<file path="config.mk">
export PLATFORM = sky130hd
export DESIGN_NAME = cm_reply_timer
export DESIGN_NICKNAME = d
export VERILOG_FILES = /design/src/rtl/cm_pkg.sv /design/src/rtl/cm_rx_filter.sv /design/src/rtl/cm_reply_timer.sv
export SDC_FILE = /design/constraint.sdc
export NUM_CORES = 1
export LEC_CHECK = 0
export ABC_AREA = 0
export CAP_MARGIN = 20
export CORE_MARGIN = 2
export CORE_UTILIZATION = 40
export DETAILED_ROUTE_END_ITERATION = 16
export HOLD_SLACK_MARGIN = 0.02
export SLEW_MARGIN = 10
export SYNTH_ARGS = -nofsm -noshare
export SYNTH_HDL_FRONTEND = slang
export SYNTH_HIERARCHICAL = 1
export SYNTH_SLANG_ARGS = --single-unit
</file>
<file path="constraint.sdc">
create_clock -name clk -period 5.5 [get_ports clk]
set_input_delay 1.1 -clock clk [delete_from_list [all_inputs] [get_ports clk]]
set_output_delay 1.1 -clock clk [all_outputs]
set_load 0.03 [all_outputs]
</file>
<file path="src/rtl/cm_pkg.sv">
// Shared CM reply codes and timer state encoding.
// Imported by the reply timer and by the guess-sequencing FSM.
package cm_pkg;

    // Reply bytes the target puts on the CM bus.
    localparam logic [7:0] CM_PASS = 8'hA5;
    localparam logic [7:0] CM_FAIL = 8'h5A;
    localparam logic [7:0] CM_SYNC = 8'hCC;

    // Reply timer state.
    typedef enum logic {
        IDLE  = 1'b0,
        COUNT = 1'b1
    } tmr_state_e;

    // True when a bus byte is one of the two reply codes.
    function automatic logic is_reply(input logic [7:0] b,
                                      input logic [7:0] pass_code,
                                      input logic [7:0] fail_code);
        return (b == pass_code) || (b == fail_code);
    endfunction

endpackage

</file>
<file path="src/rtl/cm_rx_filter.sv">
// CM bus receive filter: a 2-flop synchroniser followed by a stability
// check. filt only follows the synchronised byte once it has been seen
// unchanged on two consecutive cycles, so single-cycle glitches and
// multi-bit skew while the bus settles never reach filt.
module cm_rx_filter (
    input  logic       clk,
    input  logic       rst,
    input  logic [7:0] data_in,
    output logic [7:0] filt
);

    logic [7:0] s1_q, s2_q, s3_q, filt_q;
    logic [7:0] filt_d;

    // Accept the synchronised byte only when it matches last cycle's value.
    always_comb begin
        filt_d = filt_q;
        if (s2_q == s3_q) filt_d = s2_q;
    end

    // Synchroniser, compare register and filtered output.
    always_ff @(posedge clk or posedge rst) begin
        if (rst) begin
            s1_q   <= 8'h00;
            s2_q   <= 8'h00;
            s3_q   <= 8'h00;
            filt_q <= 8'h00;
        end else begin
            s1_q   <= data_in;
            s2_q   <= s1_q;
            s3_q   <= s2_q;
            filt_q <= filt_d;
        end
    end

    assign filt = filt_q;

endmodule

</file>
<file path="src/rtl/cm_reply_timer.sv">
// CM reply latency timer.
// Starts on the rising edge of the FSM send strobe, counts clk cycles
// until a fresh PASS/FAIL byte shows up on the filtered bus (or until
// TIMEOUT) and reports the count together with the guess that caused it.
// The count includes the fixed 3-cycle latency of the receive filter.
// Optional feature macro: CM_REPLY_TIMER_BEST_EN builds the slowest-guess
// tracker; without it best_guess/best_cycles are tied to 0.
module cm_reply_timer
    import cm_pkg::*;
#(
    parameter int         CNT_W     = 16,
    parameter int         TIMEOUT   = 50000,
    parameter logic [7:0] PASS_CODE = CM_PASS,
    parameter logic [7:0] FAIL_CODE = CM_FAIL
) (
    input  logic             clk,
    input  logic             rst,
    input  logic             start,
    input  logic [7:0]       guess_in,
    input  logic [7:0]       data_in,
    output logic             busy,
    output logic             meas_valid,
    output logic [7:0]       meas_guess,
    output logic [CNT_W-1:0] meas_cycles,
    output logic             meas_pass,
    output logic             meas_timeout,
    output logic [7:0]       best_guess,
    output logic [CNT_W-1:0] best_cycles
);

    localparam logic [CNT_W-1:0] TMO_CNT = CNT_W'(TIMEOUT);
    localparam logic [CNT_W-1:0] CNT_MAX = '1;

    tmr_state_e       state_q, state_d;
    logic             start_q;
    logic [CNT_W-1:0] cnt_q, cnt_d;
    logic [7:0]       guess_q, guess_d;
    logic             armed_q, armed_d;

    logic             mv_q, mv_d;
    logic [7:0]       mguess_q, mguess_d;
    logic [CNT_W-1:0] mcyc_q, mcyc_d;
    logic             mpass_q, mpass_d;
    logic             mto_q, mto_d;

    logic [7:0]       filt;
    logic             rise;
    logic             code_seen;
    logic             rpt;
    logic             rpt_pass;
    logic             rpt_to;

    cm_rx_filter u_filt (
        .clk     (clk),
        .rst     (rst),
        .data_in (data_in),
        .filt    (filt)
    );

    assign rise      = start & ~start_q;
    assign code_seen = is_reply(filt, PASS_CODE, FAIL_CODE);

    // Measurement FSM: a new send always restarts the count (dropping any
    // measurement in flight); otherwise a reply beats a timeout. armed only
    // rises after the bus has shown a non-reply byte, so a reply code left
    // over from the previous round cannot end the new measurement.
    always_comb begin
        state_d  = state_q;
        cnt_d    = cnt_q;
        guess_d  = guess_q;
        armed_d  = armed_q;
        rpt      = 1'b0;
        rpt_pass = 1'b0;
        rpt_to   = 1'b0;
        if (rise) begin
            guess_d = guess_in;
            cnt_d   = '0;
            armed_d = 1'b0;
            state_d = COUNT;
        end else if (state_q == COUNT) begin
            if (cnt_q != CNT_MAX) cnt_d = cnt_q + 1'b1;
            if (!code_seen) armed_d = 1'b1;
            if (armed_q && code_seen) begin
                rpt      = 1'b1;
                rpt_pass = (filt == PASS_CODE);
                state_d  = IDLE;
            end else if (cnt_q == TMO_CNT) begin
                rpt     = 1'b1;
                rpt_to  = 1'b1;
                state_d = IDLE;
            end
        end
    end

    // Report registers: pulse valid for one cycle, hold fields until the next report.
    always_comb begin
        mv_d     = rpt;
        mguess_d = mguess_q;
        mcyc_d   = mcyc_q;
        mpass_d  = mpass_q;
        mto_d    = mto_q;
        if (rpt) begin
            mguess_d = guess_q;
            mcyc_d   = cnt_q;
            mpass_d  = rpt_pass;
            mto_d    = rpt_to;
        end
    end

    // State, counter and report registers.
    always_ff @(posedge clk or posedge rst) begin
        if (rst) begin
            state_q  <= IDLE;
            start_q  <= 1'b0;
            cnt_q    <= '0;
            guess_q  <= 8'h00;
            armed_q  <= 1'b0;
            mv_q     <= 1'b0;
            mguess_q <= 8'h00;
            mcyc_q   <= '0;
            mpass_q  <= 1'b0;
            mto_q    <= 1'b0;
        end else begin
            state_q  <= state_d;
            start_q  <= start;
            cnt_q    <= cnt_d;
            guess_q  <= guess_d;
            armed_q  <= armed_d;
            mv_q     <= mv_d;
            mguess_q <= mguess_d;
            mcyc_q   <= mcyc_d;
            mpass_q  <= mpass_d;
            mto_q    <= mto_d;
        end
    end

    assign busy         = (state_q == COUNT);
    assign meas_valid   = mv_q;
    assign meas_guess   = mguess_q;
    assign meas_cycles  = mcyc_q;
    assign meas_pass    = mpass_q;
    assign meas_timeout = mto_q;

`ifdef CM_REPLY_TIMER_BEST_EN
    logic [7:0]       bguess_q, bguess_d;
    logic [CNT_W-1:0] bcyc_q, bcyc_d;

    // Slowest guess so far: strictly greater wins, so ties keep the earlier guess.
    always_comb begin
        bguess_d = bguess_q;
        bcyc_d   = bcyc_q;
        if (rpt && !rpt_to && (cnt_q > bcyc_q)) begin
            bguess_d = guess_q;
            bcyc_d   = cnt_q;
        end
    end

    // Tracker registers, updated on the same edge as the report.
    always_ff @(posedge clk or posedge rst) begin
        if (rst) begin
            bguess_q <= 8'h00;
            bcyc_q   <= '0;
        end else begin
            bguess_q <= bguess_d;
            bcyc_q   <= bcyc_d;
        end
    end

    assign best_guess  = bguess_q;
    assign best_cycles = bcyc_q;
`else
    assign best_guess  = 8'h00;
    assign best_cycles = '0;
`endif

endmodule

</file>
==> reports/metrics.csv <==
metric,value,unit
Worst-Margin Slew,682,ps
first-pass GRT wire length,10200,um
# H-tree levels,3,
R2R Path End,meas_guess[7]$_DFFE_PP0P_,
peak supply drop,0.189,mV
placed cells,421,
setup TNS,0,ps
Yosys top cell area share,58.9,%
crit path time final,2960,ps
io pins,71,
Worst Hold Depth,0,
"FF+latch count, synth",86,
Area Growth Syn to Fin,18.8,%
NetSw,0.344,mW
core area,8810,um^2
Sw Ratio,27.7,%
initial antenna violation count,0,
WL final,5930,um
die area,9910,um^2
PwrDens,286,nW/um^2
Tot GR Track Use,13.1,%
die height,99.5,um
CP Data Required Time,5750,ps
Slew Limit Fails,0,
largest net degree at the start of global routing,55,
Area contributors post-synth,"dfrtp_1, mux2_4, mux2_2",
clock group share of total power,34.5,%
Clock Sinks,86,
vias in the first global route,2167,
filler instances,805,
area of the multi-input gates,1320,um^2
"Seq/Total Area, Yosys",58.9,%
final std cells w/o fill,437,
startpoint type of the worst setup path,input pin,
number of max-cap violations,0,
starting density of the core,41.5,%
status,completed,
Resized Gates After CTS,0,
CTS tree,yes,
Clock Skew,8.74,ps
clock slew at reported path FFs,100,ps
diodes inserted,0,
Util after Layout,49.3,%
FF-to-FF path depth,8,
Yosys warning count,6,
via count,2115,
drt pass-1 iters,5,
share of cells above drive strength 1,19.1,%
critical path type,in2reg,
Comb pwr share,8.9,%
Post CTS Setup Buffer Count,0,
starting DRC count in detailed routing,52,
leak pwr,2.04,nW
syn avg cell area,13.4,um^2
nets,345,
total area of sequential cells,2150,um^2
Reg power frac,56.6,%
Final ANT Viol Nets,0,
TritonCTS Buffers,9,
Slew headroom,54.5,%
Crit Path Max Fanout,15,
Max Clk Rate,338,MHz
Post-Syn Area,3650,um^2
r2r setup slk,3040,ps
WL/cell,13.6,um
Synth area leader,dfrtp_1,
Cells after Synth,273,
Final Cell Area,4340,um^2
setup violators final,0,
placed cell areas,4150,um^2
RSZ-0062 raised after global routing,false,
die width,99.5,um
post-detail-place hpwl,4170,um
DRC Markers,0,
Total Power,1.24,mW
hold buffers post-CTS,0,
final hold viol count,0,
crit path DAT,3210,ps
Max Root-Sink Buffers,2,
GPL Wtd Cong,0.793,
Overflow after GRT,0,
clk_lat worst skew,360,ps
Avg Vias per Cell,4.84,
Hold EP,u_filt/s2_q[4]$_DFF_PP0_,
fraction of the cycle the final worst path needs,53.8,%
Hold Crit Start,u_filt/s1_q[4]$_DFF_PP0_,
RR Startpoint,cnt_q[0]$_DFFE_PP0P_,
internal power,0.898,mW
Clock Tree Root,clkbuf_8,
post-synthesis cell type count,39,
crit end category,register,
Hold Path Class,reg2reg,
number of buffers inserted by port buffering,46,
row count,34,
flip-flops by register name, summed over array words and instances, names as in the netlist:
signal / count
u_filt/s2_q: 8
cnt_q: 16
meas_valid: 1
meas_timeout: 1
busy: 1
guess_q: 8
u_filt/s3_q: 8
u_filt/filt: 8
meas_guess: 8
start_q: 1
armed_q: 1
meas_cycles: 16
meas_pass: 1
u_filt/s1_q: 8
worst max-delay path: stages:
cell	delay [ps]
clkdlybuf4s50_1	490
nor2b_2	230
nor2_1	110
a31oi_4	580
buf_4	360
mux2_4	320
power by group through the flow:
| stage | registers, mW | logic (mW) | clock network (mW) |
|---|---|---|---|
| finish | 0.703 | 0.111 | 0.429 |
| global route | 0.710 | 0.125 | 0.473 |
| CTS | 0.704 | 0.114 | 0.444 |
| detailed placement | 0.716 | 0.113 | 0 |
| global placement | 0.715 | 0.108 | 0 |
| floorplan | 0.706 | 0.0972 | 0 |
cells in the mapped netlist:
library cell,n
nand4_1,8
nor4b_1,2
nor3_2,1
nand4b_1,1
a21o_1,1
mux2_4,18
buf_4,24
and4_1,5
nand3_1,3
buf_2,2
nor4bb_1,2
and3_1,3
ha_1,2
conb_1,1
mux2i_1,2
mux2_2,20
clkbuf_1,4
nand2_1,9
o2111ai_1,1
xor2_1,14
nor4_1,4
nor3_1,5
nor2b_1,1
nor3b_1,1
a31o_2,1
a41o_1,1
nand4bb_1,2
o21ai_0,3
or3_1,2
nor2_1,18
a31oi_4,1
nand3b_1,1
xnor2_1,5
a31oi_1,2
buf_6,3
inv_1,7
a21oi_1,5
mux2_1,2
dfrtp_1,86
cell families (layout without fill, tap and decap cells):
family	Yosys count	after routing	synth area share [%]
flops	86	86	58.9
simple gates	68	68	10.7
mux	42	42	14.7
buf+inv	40	73	7.27
xor+xnor	19	19	4.56
compound gates	15	15	2.98
fa+ha+maj	2	2	0.685
other cells	1	24	0.103
metrics by stage:
stage	setup slack (ps)	hold WS [ps]
5_1_grt	2420	366
6_report	2540	350
3_3_place_gp	2180	331
2_1_floorplan	3090	331
4_1_cts	2530	355
3_5_place_dp	2140	336
worst max path at each step:
stage | startpoint | endpoint | slack, ps | cells past startpoint
after floorplan | rst | armed_q$_DFFE_PP0P_ | 3090 | 1
after global placement | start | meas_cycles[1]$_DFFE_PP0P_ | 2180 | 6
after detailed placement | start | meas_guess[7]$_DFFE_PP0P_ | 2140 | 6
after CTS | start | meas_cycles[0]$_DFFE_PP0P_ | 2530 | 6
after global routing | start | meas_cycles[1]$_DFFE_PP0P_ | 2420 | 6
final | start | meas_guess[7]$_DFFE_PP0P_ | 2540 | 6
layer usage:
layer  wire length (um)  GRT usage (%)
met4                 77           4.21
met5                  0              0
met2               2860           19.9
met1               2750           17.9
met3                250           4.22
layout by cell type (no fill, tap or decap), drive strengths merged, types with 2 or more instances in the layout:
cell	instances
a21oi	5
a31oi	3
and3	3
and4	5
buf	4
clkbuf	9
clkdlybuf4s50	46
conb	24
dfrtp	86
ha	2
inv	13
mux2	40
mux2i	2
nand2	9
nand3	3
nand4	8
nand4bb	2
nor2	18
nor3	6
nor4	4
nor4b	2
nor4bb	2
o21ai	3
or3	2
xnor2	5
xor2	14
final cells by class:
type / instances / share of cell area (%)
Clock buffer: 9 / 2.85
Clock inverter: 7 / 1.59
Inverter: 7 / 0.606
Multi-Input combinational cell: 170 / 30.5
Sequential cell: 86 / 49.6
Tap cell: 108 / 3.11
Timing Repair Buffer: 50 / 11.8
Note: power is estimated with default switching activity, not from simulation.
